$ cat src/rtl/l3_host.sv
// Host command front-end: captures a command, strobes the core, moves write/read words, returns a response.
// Optional watchdog on stalled data/response phases: define L3_HOST_TMO_EN.
module l3_host #(
  parameter int TMO_CYC = 4096
) (
  input  logic        clk,
  input  logic        rst_n,
  input  logic        req_vld,
  output logic        req_rdy,
  input  logic        req_wr,
  input  logic [7:0]  req_op,
  input  logic [15:0] req_extend,
  input  logic [15:0] req_size,
  input  logic [3:0]  req_id,
  input  logic [31:0] hwd,
  input  logic        hwd_vld,
  output logic        hwd_rdy,
  output logic [31:0] hrd,
  output logic        hrd_vld,
  input  logic        hrd_rdy,
  output logic        done_vld,
  output logic [7:0]  done_resp,
  output logic        l3_en,
  output logic [7:0]  l3_op,
  output logic [15:0] l3_extend,
  output logic [15:0] l3_size,
  output logic [3:0]  l3_id,
  output logic [31:0] l3_wd,
  output logic        l3_wd_vld,
  input  logic        core_wd_rdy,
  input  logic [31:0] core_rd,
  input  logic        core_rd_vld,
  output logic        l3_rd_rdy,
  input  logic [7:0]  core_resp,
  input  logic        core_resp_vld,
  output logic        resp_rdy
);

  typedef enum logic [2:0] {
    S_IDLE  = 3'd0,
    S_CMD   = 3'd1,
    S_WDATA = 3'd2,
    S_RDATA = 3'd3,
    S_RESP  = 3'd4,
    S_DONE  = 3'd5
  } state_t;

  state_t      r_state;
  state_t      w_next;
  logic [7:0]  r_op;
  logic [15:0] r_extend;
  logic [15:0] r_size;
  logic [3:0]  r_id;
  logic        r_wr;
  logic [15:0] r_cnt;
  logic [7:0]  r_resp;

  logic        w_capture;
  logic        w_xfer;
  logic        w_resp_take;
  logic        w_last;
  logic        w_tmo_hit;

  assign w_capture   = (r_state == S_IDLE) & req_vld;
  assign w_xfer      = ((r_state == S_WDATA) & hwd_vld & core_wd_rdy) |
                       ((r_state == S_RDATA) & core_rd_vld & hrd_rdy);
  // An early response during a data phase is taken just like one in RESP.
  assign w_resp_take = core_resp_vld &
                       ((r_state == S_WDATA) | (r_state == S_RDATA) | (r_state == S_RESP));
  assign w_last      = w_xfer & (r_cnt == 16'd1);

`ifdef L3_HOST_TMO_EN
  logic [31:0] r_tmo;
  logic        w_wait;

  assign w_wait    = (r_state == S_WDATA) | (r_state == S_RDATA) | (r_state == S_RESP);
  assign w_tmo_hit = w_wait & ~w_xfer & ~w_resp_take & (r_tmo == 32'(TMO_CYC - 1));

  always_ff @(posedge clk or negedge rst_n) begin
    if (!rst_n) begin
      r_tmo <= '0;
    end else if (!w_wait || w_xfer || w_resp_take || w_tmo_hit) begin
      r_tmo <= '0;
    end else begin
      r_tmo <= r_tmo + 32'd1;
    end
  end
`else
  // Watchdog absent: the limit is only referenced so the parameter stays part of the interface.
  assign w_tmo_hit = (TMO_CYC < 0);
`endif

  always_comb begin
    w_next = r_state;
    case (r_state)
      S_IDLE:  if (req_vld) w_next = S_CMD;
      S_CMD: begin
        if (r_size == 16'd0) w_next = S_RESP;
        else if (r_wr)       w_next = S_WDATA;
        else                 w_next = S_RDATA;
      end
      S_WDATA, S_RDATA: begin
        if (w_resp_take)     w_next = S_DONE;
        else if (w_last)     w_next = S_RESP;
        else if (w_tmo_hit)  w_next = S_DONE;
      end
      S_RESP: begin
        if (w_resp_take || w_tmo_hit) w_next = S_DONE;
      end
      S_DONE:  w_next = S_IDLE;
      default: w_next = S_IDLE;
    endcase
  end

  always_ff @(posedge clk or negedge rst_n) begin
    if (!rst_n) begin
      r_state  <= S_IDLE;
      r_op     <= '0;
      r_extend <= '0;
      r_size   <= '0;
      r_id     <= '0;
      r_wr     <= 1'b0;
      r_cnt    <= '0;
      r_resp   <= '0;
    end else begin
      r_state <= w_next;
      if (w_capture) begin
        r_op     <= req_op;
        r_extend <= req_extend;
        r_size   <= req_size;
        r_id     <= req_id;
        r_wr     <= req_wr;
        r_cnt    <= req_size;
      end else if (w_xfer) begin
        r_cnt <= r_cnt - 16'd1;
      end
      if (w_resp_take) begin
        r_resp <= core_resp;
      end else if (w_tmo_hit) begin
        r_resp <= 8'hFF;
      end
    end
  end

  // req_rdy is the only output high in the reset state, so it is masked while reset is held.
  assign req_rdy   = (r_state == S_IDLE) & rst_n;
  assign l3_en     = (r_state == S_CMD);
  assign l3_op     = r_op;
  assign l3_extend = r_extend;
  assign l3_size   = r_size;
  assign l3_id     = r_id;
  assign l3_wd     = (r_state == S_WDATA) ? hwd : '0;
  assign l3_wd_vld = (r_state == S_WDATA) & hwd_vld;
  assign hwd_rdy   = (r_state == S_WDATA) & core_wd_rdy;
  assign hrd       = (r_state == S_RDATA) ? core_rd : '0;
  assign hrd_vld   = (r_state == S_RDATA) & core_rd_vld;
  assign l3_rd_rdy = (r_state == S_RDATA) & hrd_rdy;
  assign resp_rdy  = (r_state == S_RESP);
  assign done_vld  = (r_state == S_DONE);
  assign done_resp = r_resp;

endmodule

$ cat config.mk
export PLATFORM = sky130hd
export DESIGN_NAME = l3_host
export DESIGN_NICKNAME = d
export VERILOG_FILES = /design/src/rtl/l3_host.sv
export SDC_FILE = /design/constraint.sdc
export NUM_CORES = 1
export LEC_CHECK = 0
export CORE_MARGIN = 1
export CORE_UTILIZATION = 38
export CTS_CLUSTER_SIZE = 28
export DETAILED_ROUTE_END_ITERATION = 12
export PLACE_DENSITY_LB_ADDON = 0.08
export SLEW_MARGIN = 20
export SYNTH_ARGS = -nofsm -noshare
export SYNTH_HDL_FRONTEND = slang
export SYNTH_SLANG_ARGS = --single-unit
$ cat constraint.sdc
create_clock -name clk -period 3.2 [get_ports clk]
set_input_delay 0.64 -clock clk [delete_from_list [all_inputs] [get_ports clk]]
set_output_delay 0.64 -clock clk [all_outputs]
set_load 0.02 [all_outputs]
Word-level counts from Yosys, hierarchy flattened
Cells that the tools add are included.
Cells by class
  multiplexer cells: 11
  equality and inequality tests: 9
  reductions and logical operators: 5
  add/subtract/negate cells: 1
  bitwise gates (word level): 13
Operator list (count)
  $mux 32: 2
  $mux 16: 2
  $eq 16x1->1 const B: 1
  $logic_not 16->1: 1
  $sub 16x1->16 const B: 1
  $mux 3: 5
  $pmux 3 s4: 1
  $and 1x1->1: 10
  $eq 3x2->1 const B: 2
  $eq 3x3->1 const B: 2
  $eq 3x1->1 const B: 1
  $logic_not 3->1: 1
  $ne 3x3->1 const B: 1
  $or 1x1->1: 3
  $reduce_and 3->1: 1
  $ne 2x1->1 const B: 1
  $ne 2x2->1 const B: 1
  $reduce_bool 2->1: 1
  $reduce_or 2->1: 1
  $mux 1: 1
Word-level totals
  output and inout port bits: 124
  logic and storage cells: 47
  register bits: 72
  input port bits: 125

Logic depth before layout (Yosys ltp)
Gate-level depths: netlist of run 1.
  depth in word-level cells: 8
  mapped depth: 9
  depth with buffers taken out: 6

Worst setup path before layout of run 1
No wires, ideal clock.
  path kind: register to output
  start point: register r_state[2]
  end point: output l3_wd[10]
  data required time: 2.560 ns
  arrival time: 1.251 ns
  stages on the path, launching flop included: 5
  buffers on the path: 2
  setup slack: 1.309 ns
  path through: dfrtp_1 buf_6 nor3b_2 clkbuf_1 and2_1
On the way
  cells in the longest elaborated chain, start to end: 2
Ends and longest elaborated chain
  start: declaration: RTL line 48  | state_t r_state;
  start signal: assignment: RTL line 126  | r_state <= w_next;
  $eq 3x2->1: RTL line 152  | assign l3_wd = (r_state == S_WDATA) ? hwd : '0;
  $mux 32: RTL line 152
  end: declaration: RTL line 28  | output logic [31:0] l3_wd,
No other way between the ends.

Final worst setup path of run 1
  start point: register r_state[1]
  end point: output l3_wd[12]
The elaborated chain is that of the path after synthesis.

==> results of run 1 <==
layer usage:
| metal | vias to the layer above | track usage [%] |
|---|---|---|
| met3 | 11 | 7.52 |
| met1 | 1667 | 27.4 |
| li1 | 1790 | - |
| met4 | 0 | 6.56 |
| met2 | 137 | 41.7 |
| met5 | - | 0 |
registers in the layout (all words and copies together), names as in the netlist:
| name | count |
|---|---|
| r_state | 3 |
| l3_extend | 16 |
| l3_size | 16 |
| r_wr | 1 |
| done_resp | 8 |
| l3_id | 4 |
| r_cnt | 16 |
| l3_op | 8 |
layout by cell type, fill, tap and decap left out, drive strengths merged:
cell,n
nand2,144
xor2,14
a32o,2
a221oi,1
o21ai,16
clkbuf,10
and2,72
a21o,1
bufinv,4
nor4b,1
a31oi,3
nand4b,3
and3b,1
nor3b,2
a21oi,2
o22ai,1
nand2b,1
nor2,8
ha,2
nor3,5
or3,2
dfrtp,72
nand3,3
inv,7
xnor2,1
nand4,4
buf,9
nor4,6
clkdlybuf4s50,247
mux2,9
nand3b,3
through the flow:
step                setup WS (ps)  std cells  util, %  power [uW]
floorplan                    1310        408        -        3280
global placement              670        770     67.0        4630
detailed placement            597        770     67.0        4700
CTS                           216        785     69.8        5660
global route                  120        785     69.8        5960
finish                        242        785     69.8        5600
final cells by class:
type / instances / area, um2 / share of cell area, %
clock inverters: 5 / 129 / 2.00
well taps: 129 / 161 / 2.50
flip-flops and latches: 72 / 1800 / 27.9
clock buffers: 10 / 128 / 1.98
inverters: 6 / 22.5 / 0.349
multi-input cells: 307 / 1670 / 25.9
repair buffers: 256 / 2540 / 39.4
where the power goes:
group          switching [uW]  total, uW  internal (uW)
combinational            1550       3000           1440
clock                     334        930            596
sequential                328       1670           1350
cells in the mapped netlist (all sizes together), types with 3 or more instances:
cell type,count,share of area [%]
nor4,6,1.5
and2,72,13
a31oi,3,0.69
nand2,144,15
inv,6,0.62
nor2,8,0.83
nand3,3,0.42
clkbuf,18,1.9
o21ai,16,2.2
mux2,9,2.8
xor2,14,3.4
nand4,4,0.69
buf,5,1.6
nand4b,3,0.73
nor3,5,0.69
nand3b,3,0.62
dfrtp,72,50
cells by family after synthesis:
group                    share of synthesized area (%)
flip-flops                                        49.8
XOR/XNOR                                          3.63
buffers and inverters                             4.05
AND/OR/NAND/NOR                                   34.6
AO/OA/AOI/OAI                                     4.36
multiplexers                                      2.80
adder cells (fa/ha/maj)                          0.692
worst max-delay path, cell delays in order, from the launching register on:
cell and delay [ps]:
sky130_fd_sc_hd__dfrtp_1 490, sky130_fd_sc_hd__nor3b_2 450, sky130_fd_sc_hd__buf_4 270, sky130_fd_sc_hd__and2_1 150, sky130_fd_sc_hd__clkdlybuf4s50_1 620
worst paths after layout:
path	end	slack, ps	cells after the start
hold / removal	r_wr	470	2
min in group asynchronous	l3_extend[14]	550	2
setup / recovery	l3_wd[12]	240	4
max in group asynchronous	r_cnt[1]	2080	2
hold reg to reg	r_wr	470	2
setup reg to reg	r_state[0]	1060	7
==> key figures, run 1 <==
Outcome
  • Status: finished clean

Routing
  • DRC: 0
  • Top layer used by detailed routing: met4
  • Average via count per standard cell: 4.59
  • Met2 wirelength from detailed routing: 5.92 mm
  • Average routed wire per standard cell: 14.8 um
  • Number of vias in the routed layout: 3,605
  • Length of routed met3 wiring: 899 um
  • First-pass DRT Iterations: 4
  • DRT iter0 DRCs: 118
  • Total detailed-routing wirelength: 11.6 mm
  • Met1 WL: 4.66 mm
  • Number of antenna-violating nets in the routed design: 0

Synth
  • Share of the yosys chip area belonging to registers: 49.8%
  • Post-synthesis cell count: 408
  • Avg Cell Area, Syn: 8.86 um2
  • Number of flops mapped to enable cells by yosys: 0
  • Unique masters post-synth: 36
  • Register bit count reported by yosys: 72
  • Synthesized netlist net count: 535
  • Mapped Area: 3610 um2
  • Predominant post-synthesis flop cell: sky130_fd_sc_hd__dfrtp_1
  • Proportion of synthesized flip-flops having asynchronous set or reset: 100%
  • Yosys warnings: 0

Critical path
  • Arrival @ worst endpoint: 2320 ps
  • Worst Setup Path Type: flop to output pin
  • Critical Path RT: 2560 ps
  • Nature of the critical path startpoint: flop
  • Largest fanout on the critical path: 17
  • Critical path capture point type: output pin
  • Origin of the critical flop-to-flop path: r_state[1]
  • Startpoint of the most critical setup path: r_state[1]

Placement
  • Global placement routability congestion: 0.762
  • Half-perimeter wire length after placement: 9.22 mm
  • Port buffer count: 248
  • Post-Place Cell Area: 6190 um2

Global route
  • First-pass GRT wire length: 17.9 mm
  • Pin count of the biggest net entering global routing: 73
  • Via count of the first global-routing pass: 3,553
  • Number of antenna violations at the first check in global routing: 0
  • Total Routing Usage GR: 23.5%
  • Global route total overflow: 0

CTS
  • Clock root buffer master: sky130_fd_sc_hd__clkbuf_8
  • Htree depth: 3
  • Number of clock sinks: 72
  • CTS resizes: 0
  • Clock-pin transition on the worst setup and hold timing paths: 80 ps
  • Number of clock buffers inserted by TritonCTS: 9
  • Setup fix buffers added after clock tree synthesis: 0
  • Post-CTS Hold Fix Bufs: 0
  • Worst-case clock buffer depth: 2
  • Latest clock arrival within the worst-skew pair: 340 ps
  • Clock tree from TritonCTS: built

Floorplanning
  • Number of top-level design ports: 249
  • CORE AREA: 9240 um2
  • Horizontal die dimension: 99.5 um
  • Number of rows in the core area: 35
  • Die height: 99.5 um
  • Initial Util: 39.1%
  • Die ar.: 9910 um2

Power and ir drop
  • Leak Pwr: 0.00282 uW
  • VDD IR max: 0.555 mV
  • Pwr/cell area: 869 nW/um2

STA
  • Setup repair after global routing missed its margin: false
  • Max transition margin: 30.4%
  • Final Hold Fails: 0
  • Max Fclk: 338 MHz
  • Min Clock Period, post-route: 2960 ps
  • Pin slew with the least headroom to its limit: 1030 ps
  • Part of the cycle the worst path needs: 92.4%
  • Clk_skew: 13.0 ps
  • Fin Setup TNS: 0 ps
  • Final setup vio count: 0
  • WHS: 474 ps
  • Slew Limit Fails: 0

Job
  • Maxcap violations: 0

Final layout
  • Layout Cell Area excl Fill: 6450 um2
  • Filler instances: 747
  • Number of antenna cells inserted: 0
  • P&R area growth vs syn: 78.4%
  • Fraction of final layout cells with drive strength greater than 1: 5.64%
  • Nets: 779

Min path
  • Classification of the worst-slack hold path: flop to flop
  • Hold path start: r_wr
Power figures use the tool's default switching activity.
==> run 2, diff against run 1 <==
--- a/config.mk
+++ b/config.mk
@@ -5,11 +5,11 @@
 export SDC_FILE = /design/constraint.sdc
 export NUM_CORES = 1
 export LEC_CHECK = 0
-export CORE_MARGIN = 1
 export CORE_UTILIZATION = 38
 export CTS_CLUSTER_SIZE = 28
 export DETAILED_ROUTE_END_ITERATION = 12
 export PLACE_DENSITY_LB_ADDON = 0.08
+export REMOVE_ABC_BUFFERS = 1
 export SLEW_MARGIN = 20
 export SYNTH_ARGS = -nofsm -noshare
 export SYNTH_HDL_FRONTEND = slang
==> run 2 against run 1 <==
- sequential power is essentially flat
- first-iteration DRC count grew 61%
- highest routed layer unchanged
- critical path type unchanged
- clock power shrank 2.7%
==> key figures, run 2 (synthesis results as in run 1) <==
Outcome
  • Status: finished clean

CTS
  • Clock tree from TritonCTS: built
  • Post-CTS Hold Fix Bufs: 0
  • CTS resizes: 0
  • Htree depth: 3
  • Number of clock buffers inserted by TritonCTS: 9
  • Latest clock arrival within the worst-skew pair: 350 ps
  • Setup fix buffers added after clock tree synthesis: 0
  • Number of clock sinks: 72
  • Worst-case clock buffer depth: 2
  • Clock root buffer master: sky130_fd_sc_hd__clkbuf_8
  • Clock-pin transition on the worst setup and hold timing paths: 80 ps

Routing
  • Average via count per standard cell: 4.59
  • First-pass DRT Iterations: 4
  • Number of vias in the routed layout: 3,604
  • Number of antenna-violating nets in the routed design: 0
  • Average routed wire per standard cell: 15.6 um
  • DRT iter0 DRCs: 190
  • Total detailed-routing wirelength: 12.3 mm
  • DRC: 0

Critical path
  • Arrival @ worst endpoint: 2210 ps
  • Endpoint of the worst-slack reg-to-reg timing path: r_state[0]
  • Critical Path RT: 2560 ps
  • Worst setup endpoint: l3_wd[15]
  • Largest fanout on the critical path: 27
  • Origin of the critical flop-to-flop path: r_state[2]
  • Nature of the critical path startpoint: flop
  • Startpoint of the most critical setup path: r_state[1]
  • Worst R2R Setup Slack: 1030 ps
  • Critical path capture point type: output pin
  • Number of cells on the worst reg-to-reg path: 7
  • Worst Setup Path Type: flop to output pin

Power and ir drop
  • Switching Fraction: 40.1%
  • Net Sw Power: 2250 uW
  • VDD IR max: 0.490 mV
  • Sequential cell fraction of total power: 30.0%
  • Power share of the combinational group: 53.9%
  • Leak Pwr: 0.00282 uW
  • Clk network pwr share: 16.1%
  • Pwr/cell area: 869 nW/um2
  • Cell Int Power: 3360 uW

Global route
  • Via count of the first global-routing pass: 3,571
  • Pin count of the biggest net entering global routing: 73
  • Number of antenna violations at the first check in global routing: 1
  • Global route total overflow: 0
  • Total Routing Usage GR: 25.3%
  • First-pass GRT wire length: 19.0 mm

Min path
  • Classification of the worst-slack hold path: flop to flop

Floorplanning
  • Die ar.: 9910 um2
  • Number of rows in the core area: 35
  • Horizontal die dimension: 99.5 um
  • Number of top-level design ports: 249
  • Die height: 99.5 um
  • Initial Util: 39.1%
  • CORE AREA: 9240 um2

Final layout
  • Filler instances: 756
  • Nets: 778
  • Top library cells by usage in the layout, fill and taps aside: sky130_fd_sc_hd__clkdlybuf4s50_1 (247), sky130_fd_sc_hd__nand2_1 (144), sky130_fd_sc_hd__dfrtp_1 (72)
  • Fraction of final layout cells with drive strength greater than 1: 5.79%
  • Most common library cell in the layout ignoring fill and taps: sky130_fd_sc_hd__clkdlybuf4s50_1
  • P&R area growth vs syn: 78.7%

STA
  • Final setup vio count: 0
  • Max Fclk: 350 MHz
  • Clk_skew: 9.26 ps
  • Part of the cycle the worst path needs: 89.2%
  • WHS: 473 ps
  • Pin slew with the least headroom to its limit: 1000 ps
  • Final Hold Fails: 0
  • Fin Setup TNS: 0 ps
  • Slew Limit Fails: 0
  • Worst-case setup margin in the final layout: 345 ps
  • Max transition margin: 32.4%
  • Setup repair after global routing missed its margin: false
  • Min Clock Period, post-route: 2850 ps

Placement
  • Half-perimeter wire length after placement: 9.60 mm
  • Global placement routability congestion: 0.821
  • Post-Place Worst Slack: 676 ps
  • Port buffer count: 248

Job
  • Maxcap violations: 0
## run 2: cell count changes in the layout (fill, tap and decap cells not counted), sizes merged
cell / previous run / this run
diode: 0 / 1
inv: 7 / 6
clkbuf: 10 / 11
clkinv: 0 / 1
clkinvlp: 0 / 1
bufinv: 4 / 3
buf: 9 / 8
## run 2: cell type report
| class | count | area, um2 | share of cell area [%] |
|---|---|---|---|
| tap | 129 | 161 | 2.50 |
| multi-input combinational | 307 | 1670 | 25.9 |
| clock buffer | 11 | 151 | 2.34 |
| timing repair buffer | 255 | 2540 | 39.4 |
| inverter | 6 | 22.5 | 0.349 |
| antenna | 1 | 2.50 | 0.0387 |
| clock inverter | 5 | 103 | 1.59 |
| sequential | 72 | 1800 | 27.9 |
## run 2: how the worst min path moves through the flow
stage,to,depth (start not counted),slack (ps),startpoint
6_report,r_wr,2,470,r_wr
5_1_grt,l3_op[2],2,510,l3_op[2]
4_1_cts,r_wr,2,480,r_wr
3_5_place_dp,r_wr,2,460,r_wr
3_3_place_gp,r_wr,2,460,r_wr
2_1_floorplan,done_resp[0],0,340,rst_n
## run 2: power groups by stage
stage	registers, uW	logic (uW)	clock network, uW
2_1_floorplan	2030	1170	0
3_3_place_gp	1660	3000	0
3_5_place_dp	1680	3050	0
4_1_cts	1680	3060	916
5_1_grt	1750	3260	962
6_report	1680	3030	905
## run 2: critical path, stage by stage (launching register included)
cell                              delay [ps]
sky130_fd_sc_hd__dfrtp_1                 490
sky130_fd_sc_hd__nor3b_4                 420
sky130_fd_sc_hd__buf_12                  200
sky130_fd_sc_hd__and2_1                  140
sky130_fd_sc_hd__clkdlybuf4s50_1         610
## run 2: stage by stage
| step | util (%) | std cells | power (uW) | area [um2] |
|---|---|---|---|---|
| floorplan | - | 385 | 3200 | 3490 |
| global placement | 67.1 | 769 | 4660 | 6200 |
| detailed placement | 67.1 | 769 | 4730 | 6200 |
| CTS | 69.9 | 785 | 5660 | 6460 |
| global route | 69.9 | 785 | 5970 | 6460 |
| finish | 69.9 | 786 | 5610 | 6460 |
## run 2: metal layers
layer | wire length [um] | vias up | global-route usage, %
met4 | 118 | 0 | 6.33
met5 | 0 | - | 0
li1 | - | 1780 | -
met2 | 6280 | 124 | 46.0
met3 | 838 | 8 | 6.89
met1 | 5030 | 1692 | 29.5
